--- src/rtl/bin_to_e3_converter.sv ---
// Sequential binary-to-Excess-3 converter (shift-and-add-3, one bit per cycle).
// Saturates to all-9s with ovf=1 when the operand exceeds the digit range.
module bin_to_e3_converter #(
    parameter int W_BIN = 8,
    parameter int N_DIG = 3
) (
    input  logic                 clk,
    input  logic                 rst,
    input  logic                 start,
    input  logic [W_BIN-1:0]     bin_in,
    output logic                 busy,
    output logic                 done,
    output logic                 ovf,
    output logic [4*N_DIG-1:0]   e3_number
);

    localparam int BCD_W = 4 * N_DIG;
    localparam int CMP_W = (W_BIN > BCD_W + 1) ? W_BIN : BCD_W + 1;
    localparam int CNT_W = $clog2(W_BIN + 1);

    function automatic logic [CMP_W-1:0] pow10(input int n);
        logic [CMP_W-1:0] p;
        p = CMP_W'(1);
        for (int i = 0; i < n; i++) begin
            p = p * CMP_W'(10);
        end
        return p;
    endfunction

    localparam logic [CMP_W-1:0] DEC_LIMIT = pow10(N_DIG);

    typedef enum logic [1:0] {
        IDLE   = 2'd0,
        CONV   = 2'd1,
        FINISH = 2'd2
    } state_t;

    state_t               state_r;
    logic [W_BIN-1:0]     shift_r;
    logic [BCD_W-1:0]     bcd_r;
    logic [CNT_W-1:0]     cnt_r;
    logic                 ovf_pend_r;

    logic [CMP_W-1:0]     bin_ext_s;
    logic [BCD_W-1:0]     bcd_adj_s;
    logic [BCD_W-1:0]     bcd_shift_s;
    logic [BCD_W-1:0]     e3_next_s;

    // Next BCD value for one iteration and Excess-3 view of the finished accumulator
    always_comb begin
        bin_ext_s              = '0;
        bin_ext_s[W_BIN-1:0]   = bin_in;
        bcd_adj_s              = '0;
        e3_next_s              = '0;
        for (int i = 0; i < N_DIG; i++) begin
            if (bcd_r[4*i +: 4] >= 4'd5) begin
                bcd_adj_s[4*i +: 4] = bcd_r[4*i +: 4] + 4'd3;
            end else begin
                bcd_adj_s[4*i +: 4] = bcd_r[4*i +: 4];
            end
            e3_next_s[4*i +: 4] = bcd_r[4*i +: 4] + 4'd3;
        end
        // Top bit of the accumulator falls off; overflow is already flagged at load
        bcd_shift_s = {bcd_adj_s[BCD_W-2:0], shift_r[W_BIN-1]};
    end

    // Control FSM, datapath registers and registered outputs
    always_ff @(posedge clk) begin
        if (rst) begin
            state_r    <= IDLE;
            shift_r    <= '0;
            bcd_r      <= '0;
            cnt_r      <= '0;
            ovf_pend_r <= 1'b0;
            busy       <= 1'b0;
            done       <= 1'b0;
            ovf        <= 1'b0;
            e3_number  <= {N_DIG{4'h3}};
        end else begin
            done <= 1'b0;
            case (state_r)
                IDLE: begin
                    if (start) begin
                        shift_r    <= bin_in;
                        bcd_r      <= '0;
                        cnt_r      <= CNT_W'(W_BIN);
                        ovf_pend_r <= (bin_ext_s >= DEC_LIMIT);
                        busy       <= 1'b1;
                        state_r    <= CONV;
                    end else begin
                        busy       <= 1'b0;
                        state_r    <= IDLE;
                    end
                end
                CONV: begin
                    bcd_r   <= bcd_shift_s;
                    shift_r <= shift_r << 1'b1;
                    cnt_r   <= cnt_r - CNT_W'(1);
                    if (cnt_r == CNT_W'(1)) begin
                        state_r <= FINISH;
                    end else begin
                        state_r <= CONV;
                    end
                end
                FINISH: begin
                    if (ovf_pend_r) begin
                        e3_number <= {N_DIG{4'hC}};
                        ovf       <= 1'b1;
                    end else begin
                        e3_number <= e3_next_s;
                        ovf       <= 1'b0;
                    end
                    done    <= 1'b1;
                    busy    <= 1'b0;
                    state_r <= IDLE;
                end
                default: begin
                    busy    <= 1'b0;
                    state_r <= IDLE;
                end
            endcase
        end
    end

endmodule

--- config.mk ---
export PLATFORM = sky130hd
export DESIGN_NAME = bin_to_e3_converter
export DESIGN_NICKNAME = d
export VERILOG_FILES = /design/src/rtl/bin_to_e3_converter.sv
export SDC_FILE = /design/constraint.sdc
export NUM_CORES = 1
export LEC_CHECK = 0
export CAP_MARGIN = 20
export CORE_ASPECT_RATIO = 1.4
export CORE_MARGIN = 1
export CORE_UTILIZATION = 57
export CTS_CLUSTER_DIAMETER = 40
export CTS_CLUSTER_SIZE = 20
export DETAILED_ROUTE_END_ITERATION = 7
export GPL_TIMING_DRIVEN = 1
export PLACE_DENSITY_LB_ADDON = 0.25
export SLEW_MARGIN = 40
export SYNTH_ARGS = -nofsm -noshare
export SYNTH_HDL_FRONTEND = slang
export SYNTH_SLANG_ARGS = --single-unit
--- constraint.sdc ---
create_clock -name clk -period 4.3 [get_ports clk]
set_input_delay 0.43 -clock clk [delete_from_list [all_inputs] [get_ports clk]]
set_output_delay 0.43 -clock clk [all_outputs]
set_load 0.05 [all_outputs]
* Word level (Yosys, flattened, before mapping)
Cells that the tools add are included.
Word-level totals: memories kept 0, ROM bits 0, bits in latches 0, flip-flop bits (word level) 42, bits in writable memories 0, bits of input ports 11, word-level logic and storage cells 42, output and inout bits 15
Cells by class: reduce and logical (&&, ||, !) cells 4, mux-type cells 17, bitwise logic cells 0, shift-type cells 0, $mul 0, order comparisons 4, equality and inequality tests 4, divide/modulo/power cells 0, add/sub/neg operators 4
Operators with widths (count):
- $mux 12 | 2
- $pmux 12 s2 | 1
- $pmux 8 s2 | 1
- $add 4x2->4 const B | 3
- $ge 4x3->1 const B | 3
- $mux 4 | 3
- $ge 8x10->1 const B | 1
- $mux 8 | 1
- $pmux 4 s2 | 1
- $eq 4x1->1 const B | 1
- $mux 1 | 4
- $pmux 2 s2 | 1
- $reduce_and 2->1 | 2
- $sub 4x1->4 const B | 1
- $mux 3 | 1
- $eq 2x1->1 const B | 1
- $eq 2x2->1 const B | 1
- $logic_not 2->1 | 1
- $mux 2 | 1
- $ne 2x2->1 const B | 1
- $pmux 1 s2 | 1
- $reduce_bool 2->1 | 1

* Logic depth before layout (Yosys ltp)
Gate-level depths: netlist of run 1.
depth after elaboration 3, gate-level depth with buffers 7, gate-level depth less buffers 6

* Worst setup path before layout of run 1
No wires, ideal clock.
kind register -> register, from register bcd_r[0], to register bcd_r[2], period minus slack after synthesis 1.334 ns, library setup time 0.117 ns, data required time 4.183 ns, arrival time 1.217 ns, stages on the path, launching flop included 7, path buffers 0, slack 2.966 ns, cells stage by stage dfxtp_1 inv_1 ha_1 nand2b_1 a21oi_1 mux2i_1 a22o_1
On the way: longest elaborated chain between the ends 3, elaborated cells between the ends (all ways) 4, those cells by class add/sub: 1; order compare: 1; mux: 2
RTL lines:
- from (decl) | line 40 | logic [BCD_W-1:0] bcd_r;
- from (signal assigned) | line 96 | bcd_r <= bcd_shift_s;
- $add 4x2->4 / $ge 4x3->1 (equally long branches) | line 57, 56
- $mux 4 (*) | line 56 | if (bcd_r[4*i +: 4] >= 4'd5) begin
- $pmux 12 s2 (*) | line 81 | case (state_r)
Every way passes the cells marked *; elsewhere a longest branch is shown, timed or not. A chain may end at the register's enable or synchronous reset.

==> out/results.md, run 1 <==
| Parameter | Value | Unit |
| --- | --- | --- |
| Starting DRT DRC Count | 33 | - |
| Sinks on the clock net | 40 | - |
| Fmax | 453.8 | MHz |
| Global-route total usage across every layer | 23.23 | % |
| DR WL/cell | 13.90 | um |
| Initial Utilization | 60.57 | % |
| Count of final setup violators | 0 | - |
| Global-route wire length before repair | 5630 | um |
| Routability Congestion | 0.7375 | - |
| Xor and xnor area share after synthesis | 4.478 | % |
| Total Power Consumption | 0.7602 | mW |
| Width of the chip | 48.97 | um |
| Hold-fix buffer count after cts | 0 | - |
| Total negative slack for setup checks | 0 | ns |
| Final number of max-transition violations | 0 | - |
| Fraction of the mapped netlist area in simple logic gates | 13.72 | % |
| Slew @ Worst Pin | 0.8074 | ns |
| Cell count of the worst reg-to-reg path | 4 | - |
| Crit Path Category | input pin to flip-flop | - |
| Number of nets in the layout | 223 | - |
| Post-synth design cell area | 1760 | um^2 |
| Total length of routed wires | 3350 | um |
| Destination of the worst register-to-register timing path | bcd_r[11]$_SDFFE_PP0P_ | - |
| Ys Warns | 0 | - |
| Worst min-delay path endpoint | busy$_SDFFE_PP0N_ | - |
| Period Utilization, post-route | 51.25 | % |
| Combinational family with the most area after synthesis | compound AO/OA/AOI/OAI gates | - |
| Share of layout cells above drive strength 1 | 5.882 | % |
| Average vias per placed instance | 5.622 | - |
| Number of register bits inferred by synthesis | 40 | - |
| Cell breakdown of the critical path | clkdlybuf4s50_1 -> nor2_1 -> and2_1 -> a222oi_1 -> inv_1 | - |
| Cells after Synth | 183 | - |
| Residual antenna-violating net count after detailed routing | 0 | - |
| Critical path's largest stage delay | 1.00 | ns |
| Full die area | 3318 | um^2 |
| Post-CTS setup buffer count | 0 | - |
| IO Port Bufs | 24 | - |
| Top-Level Pins | 26 | - |
| Clock network latency to the later pin of the worst-skew pair | 0.30 | ns |
| Worst setup EP type | flip-flop | - |
| Most frequent cells in the layout | 40 x sky130_fd_sc_hd__dfxtp_1, 27 x sky130_fd_sc_hd__nor2_1, 24 x sky130_fd_sc_hd__clkdlybuf4s50_1 | - |
| PD cells | 366.7 | nW/um^2 |
| Status | complete, no violations | - |
| Unrepaired setup endpoints after global routing | no | - |
| Worst vdd rail ir drop | 0.0002993 | V |
| Max-cap violations | 0 | - |
| CTS Buffer Depth | 2 | - |
| Relative slew slack | 46.00 | % |
| Vias after detailed routing | 1,355 | - |
| CTS tree | yes | - |
| Ant. Diodes | 0 | - |
| CP Data Required Time | 4.48 | ns |
| Clock period minus final worst setup slack | 2.204 | ns |
| Proportion of synthesized chip area in sequential cells | 45.49 | % |
| Per-instance average area after synthesis | 9.620 | um^2 |
| P&R area growth vs syn | 17.77 | % |
| Count of endpoints failing hold in the final timing report | 0 | - |
| Hold Path Class | flip-flop to flip-flop | - |
| Critical-path cell with the highest stage delay | sky130_fd_sc_hd__clkdlybuf4s50_1 | - |
| Max H-tree Level | 2 | - |
| R2r startpoint | state_r[0]$_SDFF_PP0_ | - |
| DR pass1 iterations | 4 | - |
| Post-synthesis compound-gate area fraction | 19.26 | % |
| Clk slew on worst S/H paths | 0.07 | ns |
| Number of antenna violations at the first check in global routing | 0 | - |
| Via count of the first global-routing pass | 1,322 | - |
| Vertical die dimension | 67.76 | um |
| Most frequent standard cell in the layout excluding fill and tap cells | sky130_fd_sc_hd__dfxtp_1 | - |
| Arrival time worst endpoint | 2.38 | ns |
| Worst hold path startpoint | busy$_SDFFE_PP0N_ | - |
| Static Leak | 0.8703 | nW |
| Cell variety after synth | 34 | - |
| CP max FO | 21 | - |
| Number of cells upsized or downsized after cts | 0 | - |
| Depth of the worst hold-timing path | 1 | - |
| Max Clock Skew | 0.007623 | ns |
| Multiplexer share of the synthesized area | 4.051 | % |
| Worst setup SP type | input pin | - |
| Share of synthesized cell area in full adder, half adder and majority cells | 5.686 | % |
| Floorplan Core Area | 2907 | um^2 |
| Worst setup slack for register-to-register paths | 2.64 | ns |
| Clock buffers created by TritonCTS | 5 | - |
| Clock root cell | sky130_fd_sc_hd__clkbuf_8 | - |
| Net count after synthesis | 202 | - |
| Post-detailed-placement half-perimeter wirelength | 2336 | um |
| Aggregate global routing overflow | 0 | - |
| Drc violations | 0 | - |
| Pin count of the biggest net entering global routing | 23 | - |
| Number of core rows | 23 | - |
stage by stage:
step | area (um^2) | std cells | hold slack [ns] | util [%] | setup WS (ns)
2_1_floorplan | 1760 | 183 | 0.4247 | - | 2.966
3_3_place_gp | 1974 | 234 | 0.4396 | 67.93 | 1.947
3_5_place_dp | 1974 | 234 | 0.4433 | 67.93 | 1.836
4_1_cts | 2071 | 241 | 0.4548 | 71.24 | 2.108
5_1_grt | 2073 | 241 | 0.4911 | 71.33 | 1.932
6_report | 2073 | 241 | 0.4533 | 71.33 | 2.096
synth_stat cells:
cell type	instances	area share [%]
sky130_fd_sc_hd__nor2b_1	2	0.71
sky130_fd_sc_hd__nor3b_1	1	0.43
sky130_fd_sc_hd__nand2_1	4	0.85
sky130_fd_sc_hd__a222oi_1	5	2.8
sky130_fd_sc_hd__nand3b_1	3	1.3
sky130_fd_sc_hd__clkbuf_1	1	0.21
sky130_fd_sc_hd__or2_1	1	0.36
sky130_fd_sc_hd__a211oi_1	1	0.43
sky130_fd_sc_hd__and2_1	1	0.36
sky130_fd_sc_hd__o21ba_4	1	0.92
sky130_fd_sc_hd__a21o_1	2	0.85
sky130_fd_sc_hd__xnor2_1	6	3.0
sky130_fd_sc_hd__mux2_2	1	0.64
sky130_fd_sc_hd__o21ai_0	8	2.3
sky130_fd_sc_hd__o31ai_1	3	1.3
sky130_fd_sc_hd__dfxtp_1	40	45
sky130_fd_sc_hd__conb_1	1	0.21
sky130_fd_sc_hd__ha_1	8	5.7
sky130_fd_sc_hd__buf_2	4	1.1
sky130_fd_sc_hd__nor3_1	3	0.85
sky130_fd_sc_hd__a22o_1	4	2.0
sky130_fd_sc_hd__nand2b_1	4	1.4
sky130_fd_sc_hd__a21oi_1	9	2.6
sky130_fd_sc_hd__nor4b_4	1	1.4
sky130_fd_sc_hd__nor2_1	27	5.8
sky130_fd_sc_hd__inv_1	14	3.0
sky130_fd_sc_hd__a32o_1	3	1.7
sky130_fd_sc_hd__a211o_1	6	3.0
sky130_fd_sc_hd__xor2_1	3	1.5
sky130_fd_sc_hd__o22ai_1	4	1.4
sky130_fd_sc_hd__nor2_2	1	0.36
sky130_fd_sc_hd__mux2i_1	6	3.4
sky130_fd_sc_hd__buf_4	2	0.85
sky130_fd_sc_hd__buf_6	3	1.9
flip-flops by register name, indices dropped and copies added, names as in the netlist:
name / cells
bcd_r: 12
e3_number: 12
shift_r: 8
cnt_r: 4
state_r: 2
busy: 1
done: 1
power by group:
| part | leakage, nW | switching [mW] | internal (mW) |
|---|---|---|---|
| Clock | 0.0503 | 0.123 | 0.143 |
| Combinational | 0.495 | 0.0510 | 0.0398 |
| Sequential | 0.325 | 0.0160 | 0.387 |
area by class of cell:
type	instances	area (um^2)
tap	37	46.29
inverter	14	52.55
multi-input combinational	119	837.1
timing repair buffer	24	240.2
sequential	40	800.8
clock buffer	7	96.34
fill	226	833.3
how the worst max path moves through the flow:
stage | endpoint | slack [ns] | from | cells after the start
after floorplan | bcd_r[2]$_SDFFE_PP0P_ | 2.97 | bcd_r[0]$_SDFFE_PP0P_ | 6
after global placement | shift_r[3]$_SDFFE_PP0P_ | 1.95 | rst | 5
after detailed placement | shift_r[5]$_SDFFE_PP0P_ | 1.84 | rst | 5
after CTS | shift_r[6]$_SDFFE_PP0P_ | 2.11 | rst | 5
after global routing | shift_r[6]$_SDFFE_PP0P_ | 1.93 | rst | 5
final | shift_r[6]$_SDFFE_PP0P_ | 2.10 | rst | 5
kinds of logic after synthesis:
logic type	count (synthesis)
xor+xnor	9
fa+ha+maj	8
simple gates	48
buf+inv	24
other cells	1
flops	40
compound gates	46
mux	7
critical path, delay by kind of cell:
kind            cells  cell delay (ns)
buf+inv             2             1.08
compound gates      1             0.35
simple gates        2             0.52
layer usage:
layer	vias up	GRT usage, %	routed length [um]
met3	6	6.757	131
li1	675	-	-
met1	645	22.13	1416
met5	-	0	0
met4	0	16.18	72
met2	29	43.06	1729
Power figures use the tool's default switching activity.
==> inputs of run 2 (changes only) <==
Settings changed: CORE_UTILIZATION 57 to 48.
Clock period 4.3 ns to 1.95 ns, I/O delays scaled along.
==> out/results.md, run 2 (same netlist as run 1, synthesis figures left out) <==
| Parameter | Value | Unit | Change |
| --- | --- | --- | --- |
| Hold-fix buffer count after cts | 0 | - | unchanged |
| Arrival time worst endpoint | 1.46 | ns | -0.92 ns |
| Vias after detailed routing | 1,394 | - | +2.9% |
| DR WL/cell | 14.73 | um | +6.0% |
| CTS Buffer Depth | 2 | - | unchanged |
| Count of final setup violators | 0 | - | unchanged |
| Critical path's largest stage delay | 0.81 | ns | -0.19 ns |
| Largest delay share family, worst path | buffers and inverters | - |  |
| Cell internal power dissipation | 1.323 | mW | +130% |
| Aggregate global routing overflow | 0 | - | unchanged |
| Static Leak | 0.8878 | nW | +2.0% |
| Width of the chip | 53.19 | um | +8.6% |
| Pin count of the biggest net entering global routing | 23 | - | unchanged |
| Global-route wire length before repair | 5975 | um | +6.1% |
| Sinks on the clock net | 40 | - | unchanged |
| Met3 routed wirelength | 123 | um | -6.1% |
| Sequential fraction of design power | 50.2 | % | -2.8 points |
| Net load switching power | 0.4468 | mW | +130% |
| Initial Utilization | 51.16 | % | -9.4 points |
| Top-Level Pins | 26 | - | unchanged |
| Final number of max-transition violations | 0 | - | unchanged |
| PD cells | 837.9 | nW/um^2 | +130% |
| Starting DRT DRC Count | 39 | - | +18% |
| Worst setup EP type | output pin | - |  |
| Average vias per placed instance | 5.621 | - | about the same |
| Full die area | 3917 | um^2 | +18% |
| Post-CTS setup buffer count | 0 | - | unchanged |
| CP Data Required Time | 1.75 | ns | -2.73 ns |
| Worst setup SP type | flip-flop | - |  |
| Clock period minus final worst setup slack | 1.653 | ns |  |
| Net Sw Frac | 25.24 | % | +0.20 points |
| Worst vdd rail ir drop | 0.0006585 | V | +120% |
| Most frequent standard cell in the layout excluding fill and tap cells | sky130_fd_sc_hd__dfxtp_1 | - |  |
| Largest regs | bcd_r (12), e3_number (12), shift_r (8) | - |  |
| Cell breakdown of the critical path | clkdlybuf4s50_1 | - |  |
| Clock network latency to the later pin of the worst-skew pair | 0.30 | ns | about the same |
| Global-route total usage across every layer | 21.18 | % | -2.1 points |
| Number of cells upsized or downsized after cts | 0 | - | unchanged |
| Floorplan Core Area | 3441 | um^2 | +18% |
| Total length of routed wires | 3653 | um | +9.0% |
| Number of nets in the layout | 226 | - | +1.3% |
| Wire length on met2 | 2027 | um | +17% |
| Fmax | 604.9 | MHz |  |
| CTS tree | yes | - |  |
| Count of endpoints failing hold in the final timing report | 0 | - | unchanged |
| Most frequent cells in the layout | 40 x sky130_fd_sc_hd__dfxtp_1, 27 x sky130_fd_sc_hd__nor2_1, 24 x sky130_fd_sc_hd__clkdlybuf4s50_1 | - |  |
| Clock root cell | sky130_fd_sc_hd__clkbuf_8 | - |  |
| Crit Path Category | flip-flop to output pin | - |  |
| Via count of the first global-routing pass | 1,476 | - | +12% |
| Clk slew on worst S/H paths | 0.08 | ns | about the same |
| Status | complete, no violations | - |  |
| Sum of routed wire segments on met1 | 1425 | um | +0.64% |
| Highest metal used | met4 | - |  |
| DP Area | 2001 | um^2 | +1.3% |
| Worst hold margin | 0.4634 | ns | +0.01006 ns |
| Worst setup slack for register-to-register paths | 0.34 | ns | -2.30 ns |
| P&R area growth vs syn | 19.97 | % |  |
| Residual antenna-violating net count after detailed routing | 0 | - | unchanged |
| Slew @ Worst Pin | 0.6680 | ns | -0.1394 ns |
| Unrepaired setup endpoints after global routing | no | - |  |
| Routability Congestion | 0.7814 | - | +6.0% |
| Clock buffers created by TritonCTS | 5 | - | unchanged |
| Critical-path cell with the highest stage delay | sky130_fd_sc_hd__clkdlybuf4s50_1 | - |  |
| Bufs and invs on worst path | 1 | - | -1 |
| Total negative slack for setup checks | 0 | ns | unchanged |
| Max-cap violations | 0 | - | unchanged |
| Max Clock Skew | 0.004680 | ns | -0.002943 ns |
| Drc violations | 0 | - | unchanged |
| Number of antenna violations at the first check in global routing | 0 | - | unchanged |
| Post-detailed-placement half-perimeter wirelength | 2583 | um | +11% |
| Share of layout cells above drive strength 1 | 7.212 | % | +1.3 points |
| Design Area, Final | 2112 | um^2 | +1.9% |
| CP max FO | 2 | - | -90% |
| Relative slew slack | 55.46 | % | +9.5 points |
| Combinational power share | 11.7 | % | -0.3 points |
| Ant. Diodes | 0 | - | unchanged |
| Hold Path Class | flip-flop to flip-flop | - |  |
| Number of core rows | 25 | - | +8.7% |
| Clock group share of total power | 38.2 | % | +3.2 points |
| Period Utilization, post-route | 84.77 | % |  |
| Vertical die dimension | 73.66 | um | +8.7% |
| DR pass1 iterations | 4 | - | unchanged |
| Max H-tree Level | 2 | - | unchanged |
| IO Port Bufs | 24 | - | unchanged |
==> run 2: power groups by stage <==
stage          combinational (mW)  sequential [mW]  clock (mW)
4_1_cts                     0.206            0.887       0.682
2_1_floorplan               0.150            0.906           0
3_3_place_gp                0.196            0.904           0
6_report                    0.206            0.888       0.676
5_1_grt                     0.229            0.893       0.700
3_5_place_dp                0.202            0.907           0
==> run 2: final cells by class <==
| class | instances | area, um^2 |
|---|---|---|
| Tap cell | 40 | 50.05 |
| Sequential cell | 40 | 800.8 |
| Inverter | 14 | 52.55 |
| Clock buffer | 5 | 68.82 |
| Clock inverter | 3 | 42.54 |
| Multi-Input combinational cell | 119 | 834.6 |
| Fill cell | 307 | 1329 |
| Timing Repair Buffer | 27 | 262.8 |
==> run 2: worst paths after layout <==
| path | start | end | cells past startpoint |
|---|---|---|---|
| max | e3_number[5]$_SDFFE_PP1P_ | e3_number[5] | 1 |
| min | e3_number[1]$_SDFFE_PP1P_ | e3_number[1]$_SDFFE_PP1P_ | 1 |
| max reg2reg | state_r[0]$_SDFF_PP0_ | bcd_r[7]$_SDFFE_PP0P_ | 4 |
| min reg2reg | e3_number[1]$_SDFFE_PP1P_ | e3_number[1]$_SDFFE_PP1P_ | 1 |
==> run 2: through the flow <==
step                utilization (%)  total power [mW]  setup slack (ns)  cells
global route                  61.38             1.822            0.2351    248
detailed placement            58.15             1.109            0.1692    240
global placement              58.15             1.100            0.2417    240
finish                        61.38             1.770            0.2970    248
CTS                           61.38             1.775            0.2799    248
floorplan                         -             1.056            0.6162    183
==> run 2: metal layers <==
layer | GRT usage [%] | up-vias
met4 | 14.91 | 0
met5 | 0 | -
met2 | 39.80 | 38
met1 | 19.02 | 669
met3 | 4.555 | 8
li1 | - | 679
